### src/rtl/bram_b_arbiter.sv
// Port B arbiter: VGA scan-out has priority, aux master gets a forced slot after
// STARVE_MAX denied cycles. An owner tag routes the 1-cycle BRAM read data back.
module bram_b_arbiter #(
   parameter int ADDR_W     = 16,
   parameter int DATA_W     = 16,
   parameter int STARVE_MAX = 8
) (
   input  logic              clk,
   input  logic              rst,
   input  logic              vga_req,
   input  logic [ADDR_W-1:0] vga_addr,
   output logic              vga_gnt,
   output logic [DATA_W-1:0] vga_rdata,
   output logic              vga_valid,
   input  logic              aux_req,
   input  logic              aux_we,
   input  logic [ADDR_W-1:0] aux_addr,
   input  logic [DATA_W-1:0] aux_wdata,
   output logic              aux_gnt,
   output logic [DATA_W-1:0] aux_rdata,
   output logic              aux_valid,
   output logic [ADDR_W-1:0] addr_b,
   output logic [DATA_W-1:0] data_b,
   output logic              we_b,
   input  logic [DATA_W-1:0] q_b
);

   typedef enum logic [1:0] {
      TAG_NONE   = 2'd0,
      TAG_VGA    = 2'd1,
      TAG_AUX_RD = 2'd2
   } tag_t;

   localparam logic [7:0] STARVE_LIMIT = 8'(STARVE_MAX);

   logic [7:0]        starve_cnt_r;
   tag_t              tag_r;
   tag_t              tag_next_s;
   logic [ADDR_W-1:0] addr_hold_r;
   logic              force_s;
   logic              aux_gnt_s;
   logic              vga_gnt_s;

   // Single-cycle grant decision; nothing is granted while in reset.
   always_comb begin
      force_s   = 1'b0;
      aux_gnt_s = 1'b0;
      vga_gnt_s = 1'b0;
      if (rst) begin
         force_s   = 1'b0;
         aux_gnt_s = 1'b0;
         vga_gnt_s = 1'b0;
      end else begin
         force_s   = aux_req && (starve_cnt_r == STARVE_LIMIT);
         aux_gnt_s = aux_req && (!vga_req || force_s);
         vga_gnt_s = vga_req && !aux_gnt_s;
      end
   end

   // Port B mux and next owner tag; an idle cycle keeps the previous address.
   always_comb begin
      addr_b     = addr_hold_r;
      we_b       = 1'b0;
      data_b     = '0;
      tag_next_s = TAG_NONE;
      if (rst) begin
         addr_b = '0;
      end else if (vga_gnt_s) begin
         addr_b     = vga_addr;
         tag_next_s = TAG_VGA;
      end else if (aux_gnt_s) begin
         addr_b     = aux_addr;
         we_b       = aux_we;
         data_b     = aux_wdata;
         tag_next_s = aux_we ? TAG_NONE : TAG_AUX_RD;
      end else begin
         addr_b = addr_hold_r;
      end
   end

   // Owner pipeline, held address and starvation counter.
   always_ff @(posedge clk) begin
      if (rst) begin
         tag_r        <= TAG_NONE;
         addr_hold_r  <= '0;
         starve_cnt_r <= 8'd0;
      end else begin
         tag_r       <= tag_next_s;
         addr_hold_r <= addr_b;
         if (!aux_req || aux_gnt_s) begin
            starve_cnt_r <= 8'd0;
         end else if (starve_cnt_r < STARVE_LIMIT) begin
            starve_cnt_r <= starve_cnt_r + 8'd1;
         end else begin
            starve_cnt_r <= starve_cnt_r;
         end
      end
   end

   // A reset arriving mid-read kills the pending valid immediately.
   assign vga_valid = !rst && (tag_r == TAG_VGA);
   assign aux_valid = !rst && (tag_r == TAG_AUX_RD);
   assign vga_rdata = q_b;
   assign aux_rdata = q_b;
   assign vga_gnt   = vga_gnt_s;
   assign aux_gnt   = aux_gnt_s;

endmodule

### config.mk
export PLATFORM = sky130hd
export DESIGN_NAME = bram_b_arbiter
export DESIGN_NICKNAME = d
export VERILOG_FILES = /design/src/rtl/bram_b_arbiter.sv
export SDC_FILE = /design/constraint.sdc
export NUM_CORES = 1
export LEC_CHECK = 0
export ABC_AREA = 1
export CAP_MARGIN = 20
export CELL_PAD_IN_SITES_DETAIL_PLACEMENT = 1
export CELL_PAD_IN_SITES_GLOBAL_PLACEMENT = 2
export CORE_MARGIN = 2
export CORE_UTILIZATION = 16
export CTS_CLUSTER_DIAMETER = 30
export DETAILED_ROUTE_END_ITERATION = 8
export GPL_ROUTABILITY_DRIVEN = 0
export PLACE_DENSITY = 0.9
export SLEW_MARGIN = 20
export SYNTH_ARGS = -nofsm -noshare
export SYNTH_HDL_FRONTEND = slang
export SYNTH_SLANG_ARGS = --single-unit
### constraint.sdc
create_clock -name clk -period 2.3 [get_ports clk]
set_clock_uncertainty 0.2 [all_clocks]
set_input_delay 0.345 -clock clk [delete_from_list [all_inputs] [get_ports clk]]
set_output_delay 0.345 -clock clk [all_outputs]
set_load 0.02 [all_outputs]
# After elaboration in Yosys (flattened, before gate mapping)
# Index checks and enable logic that the tools add are counted.
[classes] eq_ne=3 muxes=14 bitwise=1 order_cmp=1 reduce_logical=13 add_sub_neg=1
[op_table] op="16-bit two-way mux" n=6
[op_table] op="8-bit by 1-bit adder with 8-bit output (second input constant)" n=1
[op_table] op="8-bit by 4-bit equality test with 1-bit output (second input constant)" n=1
[op_table] op="8-bit by 4-bit < comparator with 1-bit output (second input constant)" n=1
[op_table] op="1-bit two-way mux" n=7
[op_table] op="1-bit logical AND" n=5
[op_table] op="1-bit logical NOT" n=4
[op_table] op="3-bit OR reduction" n=1
[op_table] op="2-bit by 1-bit equality test with 1-bit output (second input constant)" n=1
[op_table] op="2-bit equality test (second input constant)" n=1
[op_table] op="1-bit logical OR" n=2
[op_table] op="2-bit two-way mux" n=1
[op_table] op="2-bit OR reduction" n=1
[op_table] op="1-bit NOT" n=1
[totals] out_inout_bits=69 input_bits=69 reg_bits=26 word_cells=37

# Longest topological paths before layout
[depth] word_depth=9 ltp_mapped=11

# Least setup slack after synthesis
# No wires, ideal clock.
[synth_path] path_kind="reg-to-output" from="reg starve_cnt_r[0]" to="out addr_b[10]" arrival_ps=1456 path_stages_with_launch=11 setup_slack_ps=299 required_ps=1755 cell_sequence="dfxtp_1 -> inv_1 -> ha_1 -> nand3_2 -> nor2_1 -> nand2_2 -> nand3_2 -> buf_6 -> nand3_1 -> nand2_1 -> inv_1"
[synth_via] elab_chain_len=9 elab_cells_between_ends=11 classes_between="eq/ne (1); mux (5); reduce/logical (5)"
[synth_lines] item="start: declaration" line="36" text="logic [7:0] starve_cnt_r;"
[synth_lines] item="start signal: assignment" line="93" text="starve_cnt_r <= starve_cnt_r + 8'd1;"
[synth_lines] item="start signal: assignment" line="95" text="starve_cnt_r <= starve_cnt_r;"
[synth_lines] item="8-bit by 4-bit equality test with 1-bit output (*)" line="54" text="force_s = aux_req && (starve_cnt_r == STARVE_LIMIT);"
[synth_lines] item="1-bit logical AND (*)" line="54"
[synth_lines] item="1-bit logical OR (*)" line="55" text="aux_gnt_s = aux_req && (!vga_req || force_s);"
[synth_lines] item="1-bit logical AND (*)" line="55"
[synth_lines] item="1-bit logical NOT" line="56" text="vga_gnt_s = vga_req && !aux_gnt_s;"
[synth_lines] item="1-bit logical AND" line="56"
[synth_lines] item="1-bit two-way mux" line="49" text="if (rst) begin"
[synth_lines] item="16-bit two-way mux (*)" line="68" text="end else if (vga_gnt_s) begin"
[synth_lines] item="16-bit two-way mux (*)" line="66" text="if (rst) begin"
[synth_lines] item="end: declaration" line="22" text="output logic [ADDR_W-1:0] addr_b,"
# Every way passes the cells marked *; elsewhere a longest branch is shown, timed or not.

# Worst setup path after layout
[layout_path] from="reg starve_cnt_r[0]" to="out addr_b[8]"
# Same word-level chain as after synthesis.

==> results.cfg <==
[placement]
portBuffers = 89
place_ws_ns = -0.473
dp_cells = 514
dpl.hpwl_um = 4840
dpl_cell_area_um2 = 2920

[pwr]
internal_power_mw = 1.10
seqPwrFrac_pct = 31.9
comb_power_share_pct = 33.5
switchingPower_uw = 410
p_clk_share_pct = 34.7
vdd_drop_max_uv = 318
switching_share_pct = 27.1
total_power_mw = 1.51
total_leakage_power_nw = 1.98
power_density_nw_per_um2 = 416

[synthesis]
synth_area_per_cell_um2 = 6.58
synth_cell_types = 24
ys_seq_elements = 26
syn-num-nets = 364
yosys_warnings = 0
synthesis.instances = 293
netlist_area_um2 = 1930
ys_seq_area_share_pct = 27.0

[sta]
finalCritPeriodShare_pct = 103
clock.fmax_ghz = 0.421
hold_violations = 0
finalSetupTns_ns = -1.03
drv_slew = 0
timing.hold.ws_ns = 0.230
slew-limit-headroom_pct = 78.4
setup_viol = 22
finalWorstSetupSlack_ns = -0.0775
worstMarginPinSlew_ns = 0.324
fin_crit_ns = 2.38
rsz0062_at_grt = true

[worst_setup_path]
max_stage_delay_ns = 0.33
cp_num_buf_inv = 5
crit_path_end_kind = primary output
crit_path_cell_trace = inv_2, ha_4, nand3_4, o21ai_4, nand2_4, buf_12, buf_12, nand2_2, nand3_1, nand2_1, inv_1, buf_6
cp_max_fo = 6
cp_slowest_cell = dfxtp_2
crit_family = buffers and inverters
crit_type = flip-flop to primary output
path_common_cell = buf_12
arrival_ns = 1.83
startpoint_type = flip-flop
required_ns = 1.75

[layout]
fin_area_um2 = 3630
utilization_pct = 30.6
nets = 490
drive_above_1_share_pct = 45.0
fin_cells = 565
antenna_cells = 0
layout_commonest_cell = buf_4
final_cell_mix = buf_4, inv_1, clkdlybuf4s50_1
syn2layout_area_growth_pct = 88.5

[die]
die_h_um = 114
start_util_pct = 16.2
core.rowCount = 40
die-area_um2 = 12900
pin_count = 138
fp.dieW_um = 114
core_area_um2 = 11900

[flow_run]
cap_viol_max_count = 0

[routing]
ant_nets = 0
wl_per_cell_um = 12.9
num_vias = 2215
drt-pass1-iter-count = 4
drt-vias-per-instance = 3.92
drtIter0Drc = 41
finalWirelength_um = 7270
drc = 0

[outcome]
violations = setup timing
outcome = finished with violations

[cts]
numClockSinks = 26
cts_buffer_depth = 2
cts_max_level = 1
clk_pin_slew_ns = 0.07
cts_tree = done
cts_buffers = 3
clk_latency_ns = 0.26
root_buffer = clkbuf_16

[grt]
grt_pass1_wl_um = 11100
antenna_found_initial = 0
grtUsageTotal_pct = 10.8
grt_start_max_net_pins = 19
overflow = 0
grt_pass1_vias = 2408

[min_path]
hold_class = flip-flop to flip-flop
registers in the layout (all words and copies together), names as in the netlist:
register      count
tag_r             2
addr_hold_r      16
starve_cnt_r      8
worst reg2reg max path: stages, from the launching register on:
cell     delay [ns]
dfxtp_2        0.33
inv_2          0.07
ha_4           0.14
nand3_4        0.07
o21ai_4        0.21
buf_6          0.13
buf_8          0.13
nand3_1        0.10
nand3_2        0.10
nand2_2        0.07
buf_4          0.13
buf_4          0.12
buf_4          0.12
buf_4          0.12
buf_4          0.12
buf_4          0.12
inv_1          0.04
path summary, 6_finish.rpt:
kind | startpoint | to | slack [ns] | depth (start not counted)
hold / removal | starve_cnt_r[7] | starve_cnt_r[7] | 0.23 | 2
setup reg to reg | starve_cnt_r[0] | addr_hold_r[10] | -0.06 | 16
setup / recovery | starve_cnt_r[0] | addr_b[8] | -0.08 | 12
hold reg to reg | starve_cnt_r[7] | starve_cnt_r[7] | 0.23 | 2
cell usage after synthesis:
cell / instances / area [um^2]
clkbuf_1: 1 / 3.75
buf_6: 3 / 33.8
a41oi_1: 1 / 8.76
nand3_2: 2 / 20.0
o21ai_0: 2 / 10.0
inv_1: 77 / 289
nor2_4: 9 / 101
buf_12: 1 / 20.0
buf_4: 33 / 248
nand2_1: 53 / 199
nor3_1: 2 / 10.0
nand3_1: 33 / 165
a21oi_1: 3 / 15.0
clkinv_1: 1 / 3.75
nand2_4: 1 / 11.3
o21ai_4: 1 / 16.3
nor2_2: 1 / 6.26
nand3b_1: 16 / 120
nand2_2: 1 / 6.26
ha_1: 2 / 25.0
buf_1: 1 / 3.75
buf_2: 3 / 15.0
dfxtp_1: 26 / 521
nor2_1: 20 / 75.1
timing repair:
action | 4_1_cts | 5_1_grt
pin swaps | 21 | 18
buffers inserted | 43 | 3
gates resized for setup | 192 | 80
setup endpoints to repair | 36 | 38
hold buffers | 0 | 0
cloned | 1 | 0
kinds of logic (layout without fill, tap and decap cells):
| group | Yosys count | in the layout | share of synthesized area [%] |
|---|---|---|---|
| AND/OR/NAND/NOR | 138 | 138 | 37.1 |
| buffers and inverters | 120 | 245 | 32.0 |
| AO/OA/AOI/OAI | 7 | 7 | 2.60 |
| adder cells (fa/ha/maj) | 2 | 2 | 1.30 |
| flip-flops | 26 | 26 | 27.0 |
cell type report:
class                      instances  area, um^2
fill                            1421        8230
inverter                          78         293
multi-input combinational        147         997
clock buffer                       3        75.1
sequential                        26         523
clock inverter                     1        30.0
timing repair buffer             163        1530
tap                              147         184
power groups by stage:
stage / Sequential, mW / Clock (mW) / Combinational, mW
final: 0.482 / 0.524 / 0.506
after global routing: 0.484 / 0.562 / 0.546
after CTS: 0.479 / 0.544 / 0.459
after detailed placement: 0.488 / 0 / 0.375
after global placement: 0.487 / 0 / 0.366
after floorplan: 0.487 / 0 / 0.252
layer usage:
| metal | global-route usage (%) | part of all wire [%] | vias up |
|---|---|---|---|
| met5 | 0 | 0 | - |
| met4 | 3.25 | 1.0 | 0 |
| met3 | 1.59 | 5.2 | 8 |
| met2 | 21.3 | 55 | 74 |
| met1 | 11.7 | 39 | 1057 |
| li1 | - | - | 1076 |
(Power assumes the default switching activity.)
